==> src/rtl/tlb_pkg.sv <==
// rtl/tlb_pkg.sv - shared types and constants for the instruction TLB
package tlb_pkg;

  localparam int MISS_COUNT_W = 16;

  // Page-number fields are sized for the widest supported page number;
  // narrower configurations keep the upper bits at zero.
  localparam int PN_MAX_W = 32;

  typedef enum logic {
    IDLE = 1'b0,
    WALK = 1'b1
  } state_t;

  typedef struct packed {
    logic                valid;
    logic [PN_MAX_W-1:0] vpn;
    logic [PN_MAX_W-1:0] ppn;
  } tlb_entry_t;

endpackage

==> src/rtl/tlb_lookup.sv <==
// rtl/tlb_lookup.sv - combinational CAM compare over all TLB entries
module tlb_lookup
  import tlb_pkg::*;
#(
  parameter int ENTRIES = 4,
  parameter int IDX_W   = $clog2(ENTRIES)
) (
  input  logic [ENTRIES-1:0]  valid,
  input  logic [PN_MAX_W-1:0] vpns [ENTRIES],
  input  logic [PN_MAX_W-1:0] vpn,
  output logic                any_match,
  output logic [IDX_W-1:0]    idx
);

  // Entries are unique, so at most one compare succeeds and the loop
  // order does not matter for the index.
  always_comb begin
    any_match = 1'b0;
    idx       = '0;
    for (int i = 0; i < ENTRIES; i++) begin
      if (valid[i] && (vpns[i] == vpn)) begin
        any_match = 1'b1;
        idx       = IDX_W'(i);
      end
    end
  end

endmodule

==> src/rtl/itlb_assoc.sv <==
// rtl/itlb_assoc.sv - fully-associative instruction TLB with emulated page walk
module itlb_assoc
  import tlb_pkg::*;
#(
  parameter int ENTRIES      = 4,
  parameter int VA_WIDTH     = 32,
  parameter int PAGE_BITS    = 10,
  parameter int MISS_LATENCY = 10,
  parameter int PPN_OFFSET   = 0
) (
  input  logic                    clock,
  input  logic                    reset,
  input  logic                    req_valid,
  input  logic [VA_WIDTH-1:0]     virt_addr_in,
  input  logic                    flush,
  output logic [VA_WIDTH-1:0]     phys_addr_out,
  output logic                    hit,
  output logic                    iTLB_stall,
  output logic [MISS_COUNT_W-1:0] miss_count
);

  localparam int VPN_W = VA_WIDTH - PAGE_BITS;
  localparam int IDX_W = $clog2(ENTRIES);
  localparam int CNT_W = (MISS_LATENCY > 1) ? $clog2(MISS_LATENCY) : 1;

  state_t                  state_q, state_d;
  tlb_entry_t              entry_q [ENTRIES];
  tlb_entry_t              entry_d [ENTRIES];
  logic [VPN_W-1:0]        walk_vpn_q, walk_vpn_d;
  logic [CNT_W-1:0]        walk_cnt_q, walk_cnt_d;
  logic [IDX_W-1:0]        victim_ptr_q, victim_ptr_d;
  logic [MISS_COUNT_W-1:0] miss_count_q, miss_count_d;

  logic [VPN_W-1:0]    req_vpn;
  logic [VPN_W-1:0]    fill_ppn;
  logic [ENTRIES-1:0]  valid_vec;
  logic [PN_MAX_W-1:0] vpn_vec [ENTRIES];
  logic                any_match;
  logic [IDX_W-1:0]    match_idx;

  assign req_vpn    = virt_addr_in[VA_WIDTH-1:PAGE_BITS];
  assign fill_ppn   = VPN_W'(walk_vpn_q + VPN_W'(PPN_OFFSET));
  assign miss_count = miss_count_q;

  // Present the tag side of the entry array to the CAM.
  always_comb begin
    for (int i = 0; i < ENTRIES; i++) begin
      valid_vec[i] = entry_q[i].valid;
      vpn_vec[i]   = entry_q[i].vpn;
    end
  end

  tlb_lookup #(
    .ENTRIES (ENTRIES),
    .IDX_W   (IDX_W)
  ) u_lookup (
    .valid     (valid_vec),
    .vpns      (vpn_vec),
    .vpn       (PN_MAX_W'(req_vpn)),
    .any_match (any_match),
    .idx       (match_idx)
  );

  // Lookup outputs, walk sequencing, victim fill and flush override.
  always_comb begin
    state_d       = state_q;
    entry_d       = entry_q;
    walk_vpn_d    = walk_vpn_q;
    walk_cnt_d    = walk_cnt_q;
    victim_ptr_d  = victim_ptr_q;
    miss_count_d  = miss_count_q;
    hit           = 1'b0;
    iTLB_stall    = 1'b0;
    phys_addr_out = '0;

    case (state_q)
      IDLE: begin
        hit        = req_valid && any_match;
        iTLB_stall = req_valid && !any_match;
        if (hit) begin
          phys_addr_out = VA_WIDTH'({entry_q[match_idx].ppn, virt_addr_in[PAGE_BITS-1:0]});
        end
        if (iTLB_stall && !flush) begin
          state_d    = WALK;
          walk_vpn_d = req_vpn;
          walk_cnt_d = '0;
          if (miss_count_q != '1) begin
            miss_count_d = miss_count_q + MISS_COUNT_W'(1);
          end
        end
      end
      WALK: begin
        iTLB_stall = 1'b1;
        walk_cnt_d = walk_cnt_q + CNT_W'(1);
        if (walk_cnt_q == CNT_W'(MISS_LATENCY - 1)) begin
          entry_d[victim_ptr_q].valid = 1'b1;
          entry_d[victim_ptr_q].vpn   = PN_MAX_W'(walk_vpn_q);
          entry_d[victim_ptr_q].ppn   = PN_MAX_W'(fill_ppn);
          victim_ptr_d = victim_ptr_q + IDX_W'(1);
          walk_cnt_d   = '0;
          state_d      = IDLE;
        end
      end
      default: state_d = IDLE;
    endcase

    // Flush wins over any fill or walk start computed above.
    if (flush) begin
      for (int i = 0; i < ENTRIES; i++) begin
        entry_d[i].valid = 1'b0;
      end
      victim_ptr_d = '0;
      walk_cnt_d   = '0;
      state_d      = IDLE;
    end
  end

  // State register with synchronous reset.
  always_ff @(posedge clock) begin
    if (reset) begin
      state_q      <= IDLE;
      walk_vpn_q   <= '0;
      walk_cnt_q   <= '0;
      victim_ptr_q <= '0;
      miss_count_q <= '0;
      for (int i = 0; i < ENTRIES; i++) begin
        entry_q[i] <= '0;
      end
    end else begin
      state_q      <= state_d;
      walk_vpn_q   <= walk_vpn_d;
      walk_cnt_q   <= walk_cnt_d;
      victim_ptr_q <= victim_ptr_d;
      miss_count_q <= miss_count_d;
      entry_q      <= entry_d;
    end
  end

endmodule

==> config.mk <==
export PLATFORM = sky130hd
export DESIGN_NAME = itlb_assoc
export DESIGN_NICKNAME = d
export VERILOG_FILES = /design/src/rtl/tlb_pkg.sv /design/src/rtl/tlb_lookup.sv /design/src/rtl/itlb_assoc.sv
export SDC_FILE = /design/constraint.sdc
export NUM_CORES = 1
export LEC_CHECK = 0
export CAP_MARGIN = 40
export CORE_ASPECT_RATIO = 0.9
export CORE_MARGIN = 2
export CORE_UTILIZATION = 55
export DETAILED_ROUTE_END_ITERATION = 7
export PLACE_DENSITY = 0.76
export SLEW_MARGIN = 5
export SYNTH_ARGS = -nofsm -noshare
export SYNTH_HDL_FRONTEND = slang
export SYNTH_SLANG_ARGS = --single-unit
==> constraint.sdc <==
create_clock -name clock -period 2.8 [get_ports clock]
set_input_delay 0.42 -clock clock [delete_from_list [all_inputs] [get_ports clock]]
set_output_delay 0.42 -clock clock [all_outputs]
set_load 0.1 [all_outputs]
==> summary.md <==
| Metric | Value |
|---|---|
| Crit path max-delay family | buffers and inverters |
| TritonRoute pass-1 iters | 5 |
| Clk buf depth | 3 |
| Die Ht | between 100 and 150 um |
| Syn nets | between 1000 and 1500 |
| CTS tree | done |
| Worst slew pin tran | 0.778 ns |
| Top cell type's share of synthesized area | around 45% |
| Largest net degree at the start of global routing | 100 |
| I/O Buffers | 85 |
| Sequential cell area fraction in the yosys report | 45.5% |
| # IOs | 86 |
| Synthesized area | between 9000 and 10000 sq um |
| Top sig layer | met4 |
| Top FF cell, synth | dfxtp_1 |
| Slew Viols, Final | 0 |
| Crit path kind | input port to primary output |
| Worst Hold Launch | reset |
| Switch share | 23.2% |
| Total number of vias | 9099 |
| Max_slew headroom | about half |
| RR Endpoint | walk_vpn_q[7] |
| Synth Warn # | 0 |
| P_sw | ~1500 uW |
| Starting density of the core | about 56% |
| Site Rows | 46 |
| Worst VDD drop | 0.343 mV |
| Ys async rst share | 0% |
| Reg2reg setup slack | approximately 0.080 ns |
| Gr usage total | about 32% |
| Worst hold endpoint | miss_count[1] |
| Area leader, netlist | dfxtp_1 |
| Worst setup margin | -0.569 ns |
| H-tree depth | 1 |
| Unique cell type count in the Yosys netlist | 55 |
| Avg Inst Size Synth | about 8.4 sq um |
| Max-Cap Viols | 0 |
| Highest Clock Rate | 0.297 GHz |
| GRT overflow | 0 |
| PD cells | 502 nW/um^2 |
| CP arrival | around 3.0 ns |
| Status | finished with violations |
| Ranking of synthesized cells by area | dfxtp_1, nand2_1, a21oi_1 |
| Top-count cell post-synth | nand2_1 |
| Startpoint Class | input port |
| Antenna violations before repair | 1 |
| Static leakage | between 0.005 and 0.006 uW |
| Count of clock tree sinks | 225 |
| Clk slew on worst S/H paths | roughly 0.06 ns |
| Top cells by count, synth | nand2_1, dfxtp_1, a21oi_1, xor2_1, clkbuf_1 |
| Logic gate share of total power | around 6.4% |
| Post-route ant nets | 0 |
| Fraction of layout cells with a size suffix above 1 | 23.5% |
| Area after DPL | 12100 sq um |
| Clock latency on the worst-skew pair | ~0.52 ns |
| Vias in the first global route | about 8900 |
| Worst r2r path cells | 9 |
| Sequential fraction of design power | 48.6% |
| Crit-path most repeated cell | buf_12 |
| Unrepaired setup endpoints after global routing | true |
| Worst hold path type | input port to flip-flop |
| Synthesis-stage register bit count | about 230 |
| Reg2reg start | entry_q[171] |
| Slowest cell on the critical path | clkdlybuf4s50_1 |
| Worst Path Required | about 2.4 ns |
| Clk pwr share | around 45% |
| Post-synth EDFFs | 0 |
| Met2 wire len | approximately 15000 um |
| Drt first-iter violations | 888 |
| Worst Path Buf+Inv | 4 |
| Tcrit/Tclk final | 120% |
| Die area | 19100 sq um |
| Post-route DRC | 0 |
| Area Growth Syn to Fin | 34.1% |
| Met1 WL | 13000 um |
| TritonCTS Buffers | 23 |
| Layout Utilization | ~75% |
| Layout Nets | ~1300 |
| Failing checks | setup timing |
| Worst-path cell chain | clkdlybuf4s50_1 -> buf_6 -> xor2_2 -> nor4_2 -> nand2_1 -> nor3_2 -> nor4_4 -> or2_4 -> buf_12 -> a211oi_4 -> buf_12 |
| Setup Viol. Count Final | 34 |
| WL met3 | between 2000 and 3000 um |
| WL/cell | about 20 um |
| Final Hold Vio Count | 0 |
| Overall routed net length | 31200 um |
| Critical Path Sink Type | primary output |
| Cell internal pwr | 5130 uW |
| Die X | 145 um |
| Layout Skew | between 0.01 and 0.015 ns |
| Hold depth | 2 |
| DP HPWL | ~21000 um |
| Post-Synthesis Cells | 1185 |
| Crit path largest cell delay | approximately 0.5 ns |
| Worst Path Max Fanout | 6 |
| Routed vias/inst | 5.83 |
| Final Cell Area | around 13000 sq um |
| Core area | 17600 sq um |
| Fillcell total | 1299 |
| Shortest period the worst path allows | about 3.4 ns |
| Clock Tree Root | clkbuf_16 |
| GPL Wtd Cong | ~1.0 |
| First-pass GRT wire length | 48400 um |
[power groups by stage]
stage / Combinational (uW) / Sequential (uW) / Clock, uW
after CTS: 404 / 3240 / 3020
after detailed placement: 395 / 3310 / 0
after global routing: 445 / 3250 / 3150
after floorplan: 223 / 3320 / 0
final: 425 / 3240 / 3000
after global placement: 394 / 3310 / 0
[cell families (layout without fill, tap and decap cells)]
group | after synthesis | after routing | share of synthesized area, %
mux | 50 | 50 | 5.18
xor+xnor | 93 | 93 | 8.22
compound gates | 252 | 252 | 14.1
other cells | 0 | 1 | 0
fa+ha+maj | 7 | 7 | 0.884
buf+inv | 101 | 235 | 4.96
simple gates | 457 | 457 | 21.2
flops | 225 | 225 | 45.5
[registers in the layout, summed over array words and instances (netlist names)]
register	cells
walk_cnt_q	4
state_q	1
walk_vpn_q	22
miss_count	16
entry_q	180
victim_ptr_q	2
[worst max-delay path by stage]
stage	start	endpoint	slack [ns]	cells after the start
2_1_floorplan	virt_addr_in[25]	phys_addr_out[10]	-0.46	10
3_3_place_gp	virt_addr_in[27]	phys_addr_out[18]	-0.96	11
3_5_place_dp	virt_addr_in[27]	phys_addr_out[15]	-0.89	11
4_1_cts	entry_q[182]	phys_addr_out[11]	-0.54	10
5_1_grt	virt_addr_in[21]	phys_addr_out[16]	-0.62	11
6_report	virt_addr_in[21]	phys_addr_out[11]	-0.57	11
[routing by layer]
layer,vias to the layer above,track usage (%)
met4,0,9.80
met3,62,5.49
met5,-,0
met1,4356,43.6
met2,427,52.3
li1,4254,-
[area by class of cell]
type | count | area, sq um | area share, %
inverters | 6 | 30.0 | 0.226
clock inverters | 9 | 80.1 | 0.603
clock buffers | 32 | 659 | 4.97
repair buffers | 188 | 2090 | 15.7
multi-input cells | 859 | 5600 | 42.2
diodes | 1 | 2.50 | 0.0188
flip-flops and latches | 225 | 4520 | 34.0
well taps | 240 | 300 | 2.26
[metrics by stage]
stage                     worst slack [ns]  cells  setup TNS [ns]  hold WS [ns]  power (uW)
final                               -0.569   1560          -17.17         0.272        6670
after global routing                -0.622   1560          -19.24         0.290        6840
after CTS                           -0.543   1556          -15.68         0.271        6670
after detailed placement            -0.895   1510          -46.99         0.447        3710
after global placement              -0.961   1510          -48.97         0.442        3710
after floorplan                     -0.463   1185          -10.21         0.436        3540
[what timing repair did]
item | CTS | global route
gates cloned | 1 | 0
endpoints found under the setup margin | 53 | 34
pin swaps | 35 | 21
setup buffers | 4 | 4
endpoints found under the hold margin | 0 | 0
hold buffers | 0 | 0
resized for setup | 75 | 29
[cell usage in the layout (no fill, tap or decap), drive strengths merged, types with 24 or more instances in the layout]
| cell | synthesis | final |
|---|---|---|
| nand2 | 285 | 285 |
| buf | 34 | 154 |
| xnor2 | 24 | 24 |
| dfxtp | 225 | 225 |
| xor2 | 69 | 69 |
| clkbuf | 61 | 35 |
| mux2i | 46 | 46 |
| nor2 | 47 | 47 |
| a21oi | 187 | 187 |
Note: power is estimated with default switching activity, not from simulation.
